--- config.mk ---
export PLATFORM = sky130hd
export DESIGN_NAME = fifo_wr_arbiter
export DESIGN_NICKNAME = d
export VERILOG_FILES = /design/src/rtl/fifo_wr_arbiter.sv
export SDC_FILE = /design/constraint.sdc
export NUM_CORES = 1
export LEC_CHECK = 0
export CORE_MARGIN = 2
export CORE_UTILIZATION = 39
export DETAILED_ROUTE_END_ITERATION = 8
export PLACE_DENSITY = 0.85
export RECOVER_POWER = 50
export SLEW_MARGIN = 15
export SYNTH_ARGS = -nofsm -noshare
export SYNTH_HDL_FRONTEND = slang
export SYNTH_SLANG_ARGS = --single-unit
--- constraint.sdc ---
create_clock -name wr_clk -period 5.1 [get_ports wr_clk]
set_input_delay 0.765 -clock wr_clk [delete_from_list [all_inputs] [get_ports wr_clk]]
set_output_delay 0.765 -clock wr_clk [all_outputs]
set_load 0.05 [all_outputs]
--- src/rtl/fifo_wr_arbiter.sv ---
// Round-robin arbiter sharing the FIFO write port among NUM_REQ requesters.
// Holds each grant for up to MAX_BURST words and never writes while the FIFO is full.
module fifo_wr_arbiter #(
  parameter int DATA_WIDTH = 8,
  parameter int NUM_REQ    = 4,
  parameter int MAX_BURST  = 4,
  parameter int ID_WIDTH   = 2
) (
  input  logic                          wr_clk,
  input  logic                          wr_rst,
  input  logic                          arb_en,
  input  logic [NUM_REQ-1:0]            req_valid,
  input  logic [NUM_REQ*DATA_WIDTH-1:0] req_data,
  output logic [NUM_REQ-1:0]            req_ready,
  input  logic                          fifo_full,
  output logic                          fifo_wr_en,
  output logic [DATA_WIDTH-1:0]         fifo_wr_data,
  output logic [ID_WIDTH-1:0]           grant_id,
  output logic                          busy
);

  localparam int                     SLOTS     = 1 << ID_WIDTH;
  localparam logic [3:0]             LAST_BEAT = 4'(MAX_BURST - 1);
  localparam logic [ID_WIDTH-1:0]    LAST_INIT = ID_WIDTH'(NUM_REQ - 1);

  typedef enum logic {IDLE, GRANT} state_e;

  state_e              state_q, state_d;
  logic [ID_WIDTH-1:0] gnt_q, gnt_d;
  logic [ID_WIDTH-1:0] last_q, last_d;
  logic [3:0]          burst_cnt_q, burst_cnt_d;

  logic [SLOTS-1:0]      valid_ext;
  logic [SLOTS-1:0]      ready_ext;
  logic [DATA_WIDTH-1:0] data_arr [SLOTS];
  logic [ID_WIDTH-1:0]   search_base;
  logic [ID_WIDTH-1:0]   win_idx;
  logic                  win_found;
  logic                  xfer;
  logic                  release_gnt;

  // Pad requester lanes to a power of two so gnt can index them directly.
  assign valid_ext = SLOTS'(req_valid);

  for (genvar i = 0; i < SLOTS; i++) begin : g_slot
    if (i < NUM_REQ) begin : g_used
      assign data_arr[i] = req_data[i*DATA_WIDTH +: DATA_WIDTH];
    end else begin : g_unused
      assign data_arr[i] = '0;
    end
  end

  // In GRANT the only arbitration is at release, where last becomes gnt.
  always_comb begin
    logic [ID_WIDTH-1:0] cand;
    search_base = (state_q == GRANT) ? gnt_q : last_q;
    win_found   = 1'b0;
    win_idx     = '0;
    cand        = '0;
    for (int k = NUM_REQ; k >= 1; k--) begin
      cand = ID_WIDTH'((int'(search_base) + k) % NUM_REQ);
      if (valid_ext[cand]) begin
        win_found = 1'b1;
        win_idx   = cand;
      end
    end
  end

  assign busy         = (state_q == GRANT);
  assign xfer         = busy & valid_ext[gnt_q] & ~fifo_full;
  assign release_gnt  = busy & ((xfer & (burst_cnt_q == LAST_BEAT)) | ~valid_ext[gnt_q]);
  assign ready_ext    = (busy & ~fifo_full) ? (SLOTS'(1) << gnt_q) : '0;
  assign req_ready    = ready_ext[NUM_REQ-1:0];
  assign fifo_wr_en   = xfer;
  assign fifo_wr_data = busy ? data_arr[gnt_q] : '0;
  assign grant_id     = busy ? gnt_q : '0;

  always_comb begin
    state_d     = state_q;
    gnt_d       = gnt_q;
    last_d      = last_q;
    burst_cnt_d = burst_cnt_q;
    if (state_q == IDLE) begin
      if (arb_en && win_found) begin
        state_d     = GRANT;
        gnt_d       = win_idx;
        burst_cnt_d = '0;
      end
    end else if (release_gnt) begin
      last_d      = gnt_q;
      burst_cnt_d = '0;
      if (arb_en && win_found) begin
        gnt_d = win_idx;
      end else begin
        state_d = IDLE;
      end
    end else if (xfer) begin
      burst_cnt_d = burst_cnt_q + 4'd1;
    end
  end

  always_ff @(posedge wr_clk or negedge wr_rst) begin
    if (!wr_rst) begin
      state_q     <= IDLE;
      gnt_q       <= '0;
      last_q      <= LAST_INIT;
      burst_cnt_q <= '0;
    end else begin
      state_q     <= state_d;
      gnt_q       <= gnt_d;
      last_q      <= last_d;
      burst_cnt_q <= burst_cnt_d;
    end
  end

endmodule

# Yosys cells after proc, flatten, opt, wreduce, memory -nomap -nowiden
# Index checks and enable logic that the tools add are counted.
[classes]
bitwise_logic = 9
reduce_logical = 4
mux = 35
n_eq_ne = 3
n_lt_le_gt_ge = 6
shifts = 1
addsub = 5
[ops]
columns = ["cell", "count"]
rows = [
  ["8-bit 2-to-1 mux", 3],
  ["4-bit 2-to-1 mux", 5],
  ["2-bit 2-to-1 mux", 9],
  ["8-bit binary-select mux with 2-bit select", 1],
  ["2-bit by 3-bit less-than comparator with 1-bit output, second input constant", 5],
  ["1-bit 2-to-1 mux", 12],
  ["1-bit binary-select mux with 2-bit select", 5],
  ["1-bit AND", 5],
  ["2-bit by 1-bit adder with 2-bit output, second input constant", 2],
  ["2-bit adder, second input constant", 2],
  ["4-bit by 1-bit adder with 4-bit output, second input constant", 1],
  ["4-bit by 2-bit == test with 1-bit output, second input constant", 1],
  ["2-bit AND reduction", 2],
  ["1-bit by 2-bit << shifter with 4-bit output, first input constant", 1],
  ["3-bit >= comparator, second input constant", 1],
  ["3-bit by 1-bit inequality test with 1-bit output, second input constant", 1],
  ["2-bit NOT with 3-bit output", 1],
  ["2-bit by 1-bit inequality test with 1-bit output, second input constant", 1],
  ["1-bit NOT", 2],
  ["2-bit nonzero test", 1],
  ["1-bit logical AND", 1],
  ["1-bit bitwise OR", 1],
]
[totals]
reg_bits = 9
out_inout_bits = 16
wordCells = 67

# Logic depth before layout (Yosys ltp)
[logic_depth]
depth_word = 12
depth_mapped = 5
mapped_depth_nobuf = 5

# Worst setup path after synthesis
# OpenSTA, ideal clock, no wires.
[synth_timing]
path_kind = "reg2out"
from = "reg state_q, in the netlist busy"
to = "out req_ready[0]"
slack_ns = 1.822
stages_incl_launch_ff = 4
arrival_time_ns = 2.513
required_time_ns = 4.335
path_cell_list = "dfrtp_1 > buf_2 > inv_1 > nor4_1"
[synth_between]
elab_chain_cells = 2
[synth_rtl]
columns = ["element", "line", "source"]
rows = [
  ["start: declaration", "28", "state_e state_q, state_d;"],
  ["start signal: assignment", "109", "state_q <= state_d;"],
  ["1-bit AND", "72", "assign ready_ext = (busy & ~fifo_full) ? (SLOTS'(1) << gnt_q) : '0;"],
  ["4-bit 2-to-1 mux", "72", ""],
  ["end: declaration", "14", "output logic [NUM_REQ-1:0] req_ready,"],
]
# No other way between the ends.

# Final worst setup path
[layout_timing]
from = "in req_valid[0]"
to = "out fifo_wr_en"
[layout_between]
elab_chain_cells = 4
[layout_rtl]
columns = ["element", "line", "source"]
rows = [
  ["start: declaration", "12", "input logic [NUM_REQ-1:0] req_valid,"],
  ["1-bit binary-select mux with 2-bit select", "70", "assign xfer = busy & valid_ext[gnt_q] & ~fifo_full;"],
  ["1-bit 2-to-1 mux (implied by the code)", "70", ""],
  ["1-bit AND (2 in a row)", "70", ""],
  ["end: declaration", "16", "output logic fifo_wr_en,"],
]
# No other way between the ends. The select of a mux whose other input is x is not followed.

==> key figures <==
Run
  – Max-Cap Viols: 0

Synth
  – Async S/R FF share, synth: 100.0%
  – Synth Register Bits: 9
  – Mapped Nets: 124
  – Top_reg_cell synth: dfrtp_1
  – Sequential area share after synthesis: 25.53%
  – Mean Syn Cell Area: 10.75 um2
  – Post-Syn Instances: 83
  – Area of the mapped netlist: 892.1 um2
  – Cell variety after synth: 35
  – Ys Warns: 0
  – Number of synthesized flops with an enable pin: 0

Setup path
  – CP peak stage delay: 700 ps
  – CP max stage cell: clkdlybuf4s50_1
  – Worst-path maximum fanout: 8
  – Crit start category: input pin
  – Family with the most delay on the worst path: buffers and inverters
  – WP buf/inv: 2
  – CP Cell Sequence: dlygate4sd3_1 -> mux4_2 -> and2_1 -> clkdlybuf4s50_1
  – WP data arrival: 2810 ps
  – Critical Path RT: 4340 ps
  – Worst setup EP type: output port
  – Crit Path Class: in2out

Timing
  – Hold Vio Cnt, Final: 0
  – RSZ-0062 raised after global routing: false
  – Clock Skews: 1.155 ps
  – Relative slew slack: 54.43%
  – Slew @ Worst Pin: 683.6 ps
  – Final period utilization: 70.12%
  – Setup-failing EPs final: 0
  – Min cycle time layout: 3576 ps
  – Fin Setup TNS: 0 ps
  – Fin. max-slew vios: 0
  – FMAX: 279.6 MHz

Floorplanning
  – Chip width: 51.83 um
  – # IOs: 56
  – Num rows: 17
  – Initial core utilization: 40.72%
  – Core area: 0.002191 mm2
  – Die area: 0.002686 mm2
  – Die height: 51.83 um

Global route
  – Total congestion overflow: 0
  – Top Usage Layer GRT: met2
  – Vias in the first global route: 827
  – Total Routing Usage GR: 20.49%
  – GR Util met2: 33.97%
  – Initial antenna violation count: 0
  – First-pass GRT wire length: 4043 um
  – Largest net degree at the start of global routing: 22
  – M3 GR Usage: 4.310%
  – Routing usage on met1: 25.41%

Drt
  – Avg WL per Cell: 15.50 um
  – Antenna viol nets, final: 0
  – First-pass iteration count of the detailed router: 4
  – Vias: 910
  – Total routed wirelength: 2557 um
  – DR iter-0 viols: 5
  – Post-route DRC: 0
  – Vias/cell: 5.515

Pwr
  – Max VDD drop: 0.3554 mV
  – P_leak: 0.5808 nW
  – Power Dens Cells: 510.9 mW/mm2

Placement
  – IO buf count: 55
  – Dpl hpwl: 2019 um
  – Gpl congestion: 0.7864
  – Cell Area, Placed: 0.001449 mm2

Finish
  – Commonest non-fill, non-tap cells in the layout: clkdlybuf4s50_1 (52), and2_1 (10), dfrtp_1 (7)
  – Share of cells above drive strength 1: 8.759%
  – Design Area, Final: 0.001458 mm2
  – Area grow syn2layout: 63.39%
  – Fill count: 173
  – Storage cell area: 227.7 um2
  – Number of antenna diodes: 0
  – # nets final: 179
  – Area occupied by multi-input gates: 599.3 um2
  – Most common cell after layout, fill and taps aside: clkdlybuf4s50_1

Clock network
  – Root buf cell: clkbuf_4
  – Later-pin clock latency in the skew report: 250 ps
  – Post-CTS setup buffer count: 0
  – # resized after CTS: 0
  – H-tree depth: 1
  – CTS clk-pin slew, worst paths: 50 ps
  – CTS buffer count: 3
  – Max clock buf depth: 2
  – Hold buffers post-CTS: 0
  – CTS tree: done
  – Clk sinks: 9

Run status
  – Status: completed

Hold path
  – Hold Crit Class: reg2reg
per-stage QoR:
stage	total power, W	worst slack [ps]	hold WS, ps	util (%)	cells
2_1_floorplan	0.0005512	1822	461.7	-	83
3_3_place_gp	0.0006951	1627	494.1	66.13	161
3_5_place_dp	0.0007053	1597	524.3	66.13	161
4_1_cts	0.0007615	1598	538.6	67.33	165
5_1_grt	0.0007896	1463	554.9	66.53	165
6_report	0.0007448	1524	538.3	66.53	165
cells in the mapped netlist (2+ instances only):
master	n	area, um2
and3_1	4	25.02
clkbuf_1	2	7.510
and2_1	11	68.82
nor3b_1	2	15.01
o21ai_0	5	25.02
mux4_1	5	131.4
a21oi_1	2	10.01
inv_1	5	18.77
buf_2	2	10.01
o41ai_1	2	17.52
dfrtp_1	7	175.2
dfstp_2	2	52.55
nand2_1	3	11.26
nor4_1	2	12.51
mux2_2	3	33.78
nor2_1	3	11.26
a31oi_1	2	12.51
mux4_2	4	90.09
logic make-up (layout without fill, tap and decap cells):
group	Yosys count	count (layout)	synth area share, %
compound gates	18	18	15.15
fa+ha+maj	1	1	1.402
buf+inv	10	64	5.330
flops	9	9	25.53
mux	14	14	31.42
simple gates	31	31	21.18
path summary, 6_finish.rpt:
kind	start	to	slack (ps)	cells past startpoint
setup / recovery	req_valid[0]	fifo_wr_en	1520	4
hold / removal	burst_cnt_q[1]	burst_cnt_q[1]	540	1
setup reg to reg	gnt_q[0]	burst_cnt_q[0]	2960	3
hold reg to reg	burst_cnt_q[1]	burst_cnt_q[1]	540	1
max in group asynchronous	wr_rst	last_q[1]	3930	1
min in group asynchronous	wr_rst	burst_cnt_q[0]	860	1
worst reg2reg max path, cell delays in order, from the launching register on:
cell and delay [ps]:
dfrtp_1 780, mux4_2 680, a31o_1 280, mux2_1 290
final cells by class:
| cell class | count | share of cell area [%] |
|---|---|---|
| sequential | 9 | 15.62 |
| clock buffer | 4 | 1.803 |
| tap | 28 | 2.403 |
| timing repair buffer | 55 | 37.77 |
| inverter | 5 | 1.288 |
| multi-input combinational | 64 | 41.12 |
power by group:
part,switching [W],internal (W),leakage [nW]
Sequential,0.0000666,0.000101,0.110
Clock,0.0000222,0.0000300,0.0150
Combinational,0.000284,0.000241,0.455
state kept, by name, summed over array words and instances, names as in the netlist:
register     count
burst_cnt_q      4
last_q           2
busy             1
gnt_q            2
routing by layer:
metal  share of wire (%)  wire [um]  up-vias
li1                    -          -      435
met1                  45       1148      426
met2                  45       1150       44
met3                 8.6        219        5
met4                 1.5         38        0
met5                   0          0        -
(Power assumes the default switching activity.)
